`src/rtl/clock_enable_nco.sv`:
```
// ---------------------------------------------------------------------------
// clock_enable_nco
//
// Multi-channel numerically-controlled clock-enable generator, clocked by
// the PLL output. Each channel owns a phase accumulator whose carry-out
// produces a one-cycle enable strobe (tick) and toggles a square output
// (clk_out). Average tick rate is f_clk * inc / 2^ACC_W, so rates such as
// VDP, sound and I2S can be set at runtime instead of being restricted to
// power-of-two divisions of the PLL clock.
//
// Generation runs only after the PLL lock input has been synchronised and
// has stayed high for LOCK_WAIT cycles. Whenever generation stops, all
// accumulators are held at zero, so every channel restarts phase-aligned.
//
// Increments are retuned without glitches: a written value waits in a
// per-channel pending register and is adopted on that channel's next
// carry. If the channel is idle (not running, or increment zero), the
// pending value is adopted on the cycle after the write.
//
// Ports
//   clock_in  in   1       PLL output clock, sole clock of the block
//   reset     in   1       synchronous active-high reset
//   locked    in   1       PLL lock, asynchronous to clock_in
//   cfg_wr    in   1       one-cycle increment write strobe
//   cfg_chan  in   CH_W    target channel of the write
//   cfg_inc   in   ACC_W   new increment value
//   cfg_err   out  1       one-cycle pulse: write to a nonexistent channel
//   run       out  1       high while generation is active
//   tick      out  NUM_CH  per-channel one-cycle enable strobe
//   clk_out   out  NUM_CH  per-channel square wave, toggles on each tick
// ---------------------------------------------------------------------------
module clock_enable_nco #(
  parameter int NUM_CH    = 3,
  parameter int ACC_W     = 24,
  parameter logic [NUM_CH*ACC_W-1:0] INC_INIT = {NUM_CH*ACC_W{1'b0}},
  parameter int LOCK_WAIT = 16,
  localparam int CH_W     = (NUM_CH > 1) ? $clog2(NUM_CH) : 1
) (
  input  logic              clock_in,
  input  logic              reset,
  input  logic              locked,
  input  logic              cfg_wr,
  input  logic [CH_W-1:0]   cfg_chan,
  input  logic [ACC_W-1:0]  cfg_inc,
  output logic              cfg_err,
  output logic              run,
  output logic [NUM_CH-1:0] tick,
  output logic [NUM_CH-1:0] clk_out
);

  localparam int CNT_W = (LOCK_WAIT > 1) ? $clog2(LOCK_WAIT) : 1;
  localparam logic [CNT_W-1:0] CNT_LAST = CNT_W'(LOCK_WAIT - 1);

  typedef enum logic [1:0] {
    WAIT_LOCK = 2'd0,
    SETTLE    = 2'd1,
    RUN       = 2'd2
  } state_t;

  state_t           state;
  state_t           state_nx;
  logic [CNT_W-1:0] cnt;
  logic [CNT_W-1:0] cnt_nx;
  logic             lock_meta;
  logic             lock_s;
  logic             go;
  logic             chan_ok;

  // Lock synchroniser: two flops bring the asynchronous PLL lock into the
  // clock_in domain.
  always_ff @(posedge clock_in) begin
    if (reset) begin
      lock_meta <= 1'b0;
      lock_s    <= 1'b0;
    end else begin
      lock_meta <= locked;
      lock_s    <= lock_meta;
    end
  end

  // Lock qualification FSM: state register.
  // run is registered from the next state so that it equals (state == RUN).
  always_ff @(posedge clock_in) begin
    if (reset) begin
      state <= WAIT_LOCK;
      cnt   <= '0;
      run   <= 1'b0;
    end else begin
      state <= state_nx;
      cnt   <= cnt_nx;
      run   <= (state_nx == RUN);
    end
  end

  // Lock qualification FSM: next state. Any drop of the synchronised lock
  // returns to WAIT_LOCK, and the full settle interval restarts on the next
  // rising lock.
  always_comb begin
    state_nx = state;
    cnt_nx   = cnt;
    case (state)
      WAIT_LOCK: begin
        if (lock_s) begin
          state_nx = SETTLE;
          cnt_nx   = '0;
        end
      end
      SETTLE: begin
        if (!lock_s) begin
          state_nx = WAIT_LOCK;
        end else if (cnt == CNT_LAST) begin
          state_nx = RUN;
        end else begin
          cnt_nx = cnt + 1'b1;
        end
      end
      RUN: begin
        if (!lock_s) begin
          state_nx = WAIT_LOCK;
        end
      end
      default: begin
        state_nx = WAIT_LOCK;
      end
    endcase
  end

  // Accumulators advance only on cycles where the FSM stays in RUN. On the
  // cycle RUN is being left, go is already low, so accumulators and
  // outputs clear on the same edge that drops run.
  assign go = (state == RUN) && lock_s;

  // Widened compare so the range check stays meaningful when NUM_CH is a
  // power of two.
  assign chan_ok = ({1'b0, cfg_chan} < (CH_W + 1)'(NUM_CH));

  always_ff @(posedge clock_in) begin
    if (reset) begin
      cfg_err <= 1'b0;
    end else begin
      cfg_err <= cfg_wr && !chan_ok;
    end
  end

  for (genvar c = 0; c < NUM_CH; c++) begin : g_ch
    logic [ACC_W-1:0] acc;
    logic [ACC_W-1:0] inc_act;
    logic [ACC_W-1:0] inc_pend;
    logic             pend_v;
    logic             tick_r;
    logic             clk_r;
    logic [ACC_W:0]   sum;
    logic             carry;
    logic             wr_hit;
    logic             xfer;

    assign sum    = {1'b0, acc} + {1'b0, inc_act};
    assign carry  = go && sum[ACC_W];
    assign wr_hit = cfg_wr && chan_ok && (cfg_chan == CH_W'(c));

    // Adopt the pending increment at the end of the period in flight
    // (carry), or at once when the channel is not producing periods.
    assign xfer = pend_v && (carry || !go || (inc_act == '0));

    always_ff @(posedge clock_in) begin
      if (reset) begin
        acc      <= '0;
        inc_act  <= INC_INIT[c*ACC_W +: ACC_W];
        inc_pend <= INC_INIT[c*ACC_W +: ACC_W];
        pend_v   <= 1'b0;
        tick_r   <= 1'b0;
        clk_r    <= 1'b0;
      end else begin
        if (go) begin
          acc    <= sum[ACC_W-1:0];
          tick_r <= carry;
          clk_r  <= clk_r ^ carry;
        end else begin
          acc    <= '0;
          tick_r <= 1'b0;
          clk_r  <= 1'b0;
        end

        if (xfer) begin
          inc_act <= inc_pend;
          pend_v  <= 1'b0;
        end

        // A write coincident with a transfer stays pending: the transfer
        // above already consumed the previous pending value.
        if (wr_hit) begin
          inc_pend <= cfg_inc;
          pend_v   <= 1'b1;
        end
      end
    end

    assign tick[c]    = tick_r;
    assign clk_out[c] = clk_r;
  end

endmodule

```
`config.mk`:
```
export PLATFORM = sky130hd
export DESIGN_NAME = clock_enable_nco
export DESIGN_NICKNAME = d
export VERILOG_FILES = /design/src/rtl/clock_enable_nco.sv
export SDC_FILE = /design/constraint.sdc
export NUM_CORES = 1
export LEC_CHECK = 0
export ABC_AREA = 0
export BUFFER_PORTS_ARGS = -buffer_cell sky130_fd_sc_hd__buf_2
export CAP_MARGIN = 20
export CORE_MARGIN = 4
export CORE_UTILIZATION = 45
export CTS_CLUSTER_DIAMETER = 100
export DETAILED_ROUTE_END_ITERATION = 7
export GPL_TIMING_DRIVEN = 0
export PLACE_DENSITY = 0.57
export SLEW_MARGIN = 20
export SYNTH_ARGS = -nofsm -noshare
export SYNTH_HDL_FRONTEND = slang
export SYNTH_SLANG_ARGS = --single-unit
```
`constraint.sdc`:
```
create_clock -name clock_in -period 5 [get_ports clock_in]
set_input_delay 0.75 -clock clock_in [delete_from_list [all_inputs] [get_ports clock_in]]
set_output_delay 0.75 -clock clock_in [all_outputs]
set_load 0.02 [all_outputs]
```
==> run metrics <==
routing usage on met3=0.0423; final period utilization=0.664; first-pass GRT wire length=49.9 mm; mux cell area share after synthesis=0.0648; number of global-route vias before repair=9460; Worst-Margin Slew=1060 ps; Hold Path Class=input port to flop; Vias=9874; port bufs=36; placed instance area=12500 µm²; Remaining DRCs=0; H-tree depth=1; P per Cell Area=299 nW/µm²; largest net degree at the start of global routing=14; IO Pins=38; Hold WS=427 ps; post_cts resized=0; Max VDD drop=0.000231 V; run status=complete, no violations; met2 Resource Use GR=0.335; Avg Synthesized Cell Area=8.57 µm²; Final Hold Vio Count=0; fin util=0.514; Crit Path Max Fanout=10; WL final=31.0 mm; Clock Sinks=235; worst skew pair latency=540 ps; Routability Congestion=0.873; # rows=59; Simple-Gate Fraction of Synth Area=0.216; layout cells sized above 1=0.0786; CP Cell Sequence=ha_1 -> fa_1 -> a211oi_2 -> o21ai_0 -> a21oi_1 -> o22ai_1 -> o41ai_4 -> buf_6 -> mux2i_1 -> nor2_1; relative slew slack=0.292; Setup Skew=21.8 ps; Post-Synth XOR/XNOR Area=0.0316; largest area contributor in the netlist=dfxtp_1; Yosys reg bits=235; fraction of registers with async set/reset=0; Post-DRT Antenna Nets=0; Worst EP required=5410 ps; Vias/cell=5.46; GRT Total Usage=0.211; hold path depth=2; Mapped Area=11900 µm²; Worst R2R Setup Slack=1680 ps; met1 GRT Util=0.303; initial cell density of the core=0.457; gr ovfl total=0; max frequency=301 MHz; Clock Tree Root=clkbuf_16; Synth Area in Compound Gates=0.176; min cycle time layout=3320 ps; largest family of logic cells by synthesized area=simple AND/OR/NAND/NOR gates; Final nets=1561; crit end category=flop; worst reg2reg path depth=10; placed cells=1761; WS Path Type=flop to flop; DIE AREA=29100 µm²; Final Setup Violations=0; Post-synth EDFFs=0; Cells after Synth=1390; WL per Instance=17.1 µm; Layout area overhead=12.4%; Max Root-Sink Buffers=3; DIE WIDTH=171 µm; TNS Setup=0 ps; Finished Layout Cells=1810; antenna violations before repair=3; hold buffers post-CTS=0; Post-CTS Setup Repair Bufs=0; clock slew at the register clock pins of the worst setup and hold paths=70 ps; gr busiest metal=met2; Seq/Total Area, Yosys=0.395; top cell type's share of synthesized area=0.395; DR iter-0 viols=634; startpoint types=flop; Core Region=26100 µm²; total of max-cap violations=0; Design Area, Final=13400 µm²; Synth area leaders=dfxtp_1 39%, ha_1 7.7%, a21oi_1 6.4%; Ys Warns=0; Ant. Diodes=0; die height=171 µm; CTS buffer count=27; syn nets=1496; CP peak stage delay=660 ps; Slowest cell on crit path=o41ai_4; drt pass-1 iters=5; HPWL Detailed=23.5 mm; Post-synth top flop=dfxtp_1; Synth Area in Adders=0.0817; CTS tree=yes; P_leak=5.49 nW; CP arrival=3730 ps; Unique masters post-synth=73; RSZ-0062 raised after global routing=false; Pins Over Slew Limit=0
## state kept, by name, summed over array words and instances (netlist names), 2 cells and up
signal,cells
g_ch.tick_r,3
g_ch.inc_act,72
cnt,4
state,2
g_ch.clk_r,3
g_ch.inc_pend,72
g_ch.pend_v,3
g_ch.acc,72
## synth_stat cells, drive strengths merged (3+ instances only)
cell / count
a211oi: 13
a21boi: 4
a21o: 35
a21oi: 152
a221o: 4
a31oi: 6
and2: 6
and3: 14
buf: 18
clkbuf: 53
dfxtp: 235
fa: 3
ha: 73
inv: 22
mux2i: 76
nand2: 201
nand2b: 17
nand3: 24
nand4: 16
nor2: 128
nor2b: 9
nor3: 28
nor3b: 8
nor4: 24
o211ai: 6
o21a: 11
o21ai: 43
o21bai: 16
o221ai: 3
o22ai: 4
o31ai: 8
or2: 6
or2b: 40
or3: 10
xnor2: 24
xor2: 19
## layout make-up
cell class,instances,area (µm²)
Fill cell,2537,12700
Multi-Input combinational cell,1062,6790
Sequential cell,235,4700
Clock buffer,38,757
Tap cell,335,419
Buffer,71,342
Timing Repair Buffer,36,180
Clock inverter,11,115
Inverter,22,82.6
## per-stage QoR
step           total power [mW]  setup WS, ps
6_report                   4.01          1680
5_1_grt                    4.15          1430
4_1_cts                    4.05          1730
3_5_place_dp               2.09          1230
3_3_place_gp               2.09          1300
2_1_floorplan              2.03          2270
## cell families (layout without fill, tap and decap cells)
family,count (synthesis),in the layout
simple gates,538,538
xor+xnor,43,43
mux,77,77
buf+inv,93,178
fa+ha+maj,76,76
compound gates,328,328
flops,235,235
## path summary, 6_finish.rpt
| kind | startpoint | endpoint |
|---|---|---|
| worst max-delay path | g_ch[2].inc_act[0] | g_ch[2].inc_act[15] |
| worst min-delay path | locked | lock_meta |
| worst min register to register | lock_meta | lock_s |
| worst max register to register | g_ch[2].inc_act[0] | g_ch[2].inc_act[15] |
## layer usage
layer	vias up	wire (µm)
met2	153	13500
met3	38	1450
met1	4640	15500
li1	5037	-
met5	-	29
met4	6	459
## power breakdown
| part | leakage, nW | total [mW] | internal (mW) | switching, mW |
|---|---|---|---|---|
| Sequential | 1.90 | 1.91 | 1.90 | 0.0144 |
| Combinational | 3.16 | 0.137 | 0.0464 | 0.0911 |
| Clock | 0.431 | 1.96 | 1.16 | 0.801 |
## layout by cell type (no fill, tap or decap), types with 11 or more instances in the layout
master,instances
nor2_1,128
a211oi_1,11
and3_1,14
ha_1,73
mux2i_1,76
nand3_1,24
clkbuf_16,27
nor3_1,27
or2b_1,40
nor4_1,24
o21a_1,11
inv_1,22
buf_2,39
a21oi_1,152
a21o_1,34
clkbuf_1,60
nand2b_1,17
xnor2_1,24
o21bai_1,16
o21ai_0,42
nand2_1,200
nand4_1,16
dfxtp_1,235
xor2_1,19
## worst max-delay path: cells and delay by family (launching register included)
kind,cells,cell delay [ps]
DFF,1,340
AOI/OAI and AO/OA,5,1650
muxes,1,240
and+or+nand+nor,1,50
adders and majority gates,2,640
buffers and inverters,1,260
No activity file was read; power rests on OpenSTA's default activity.
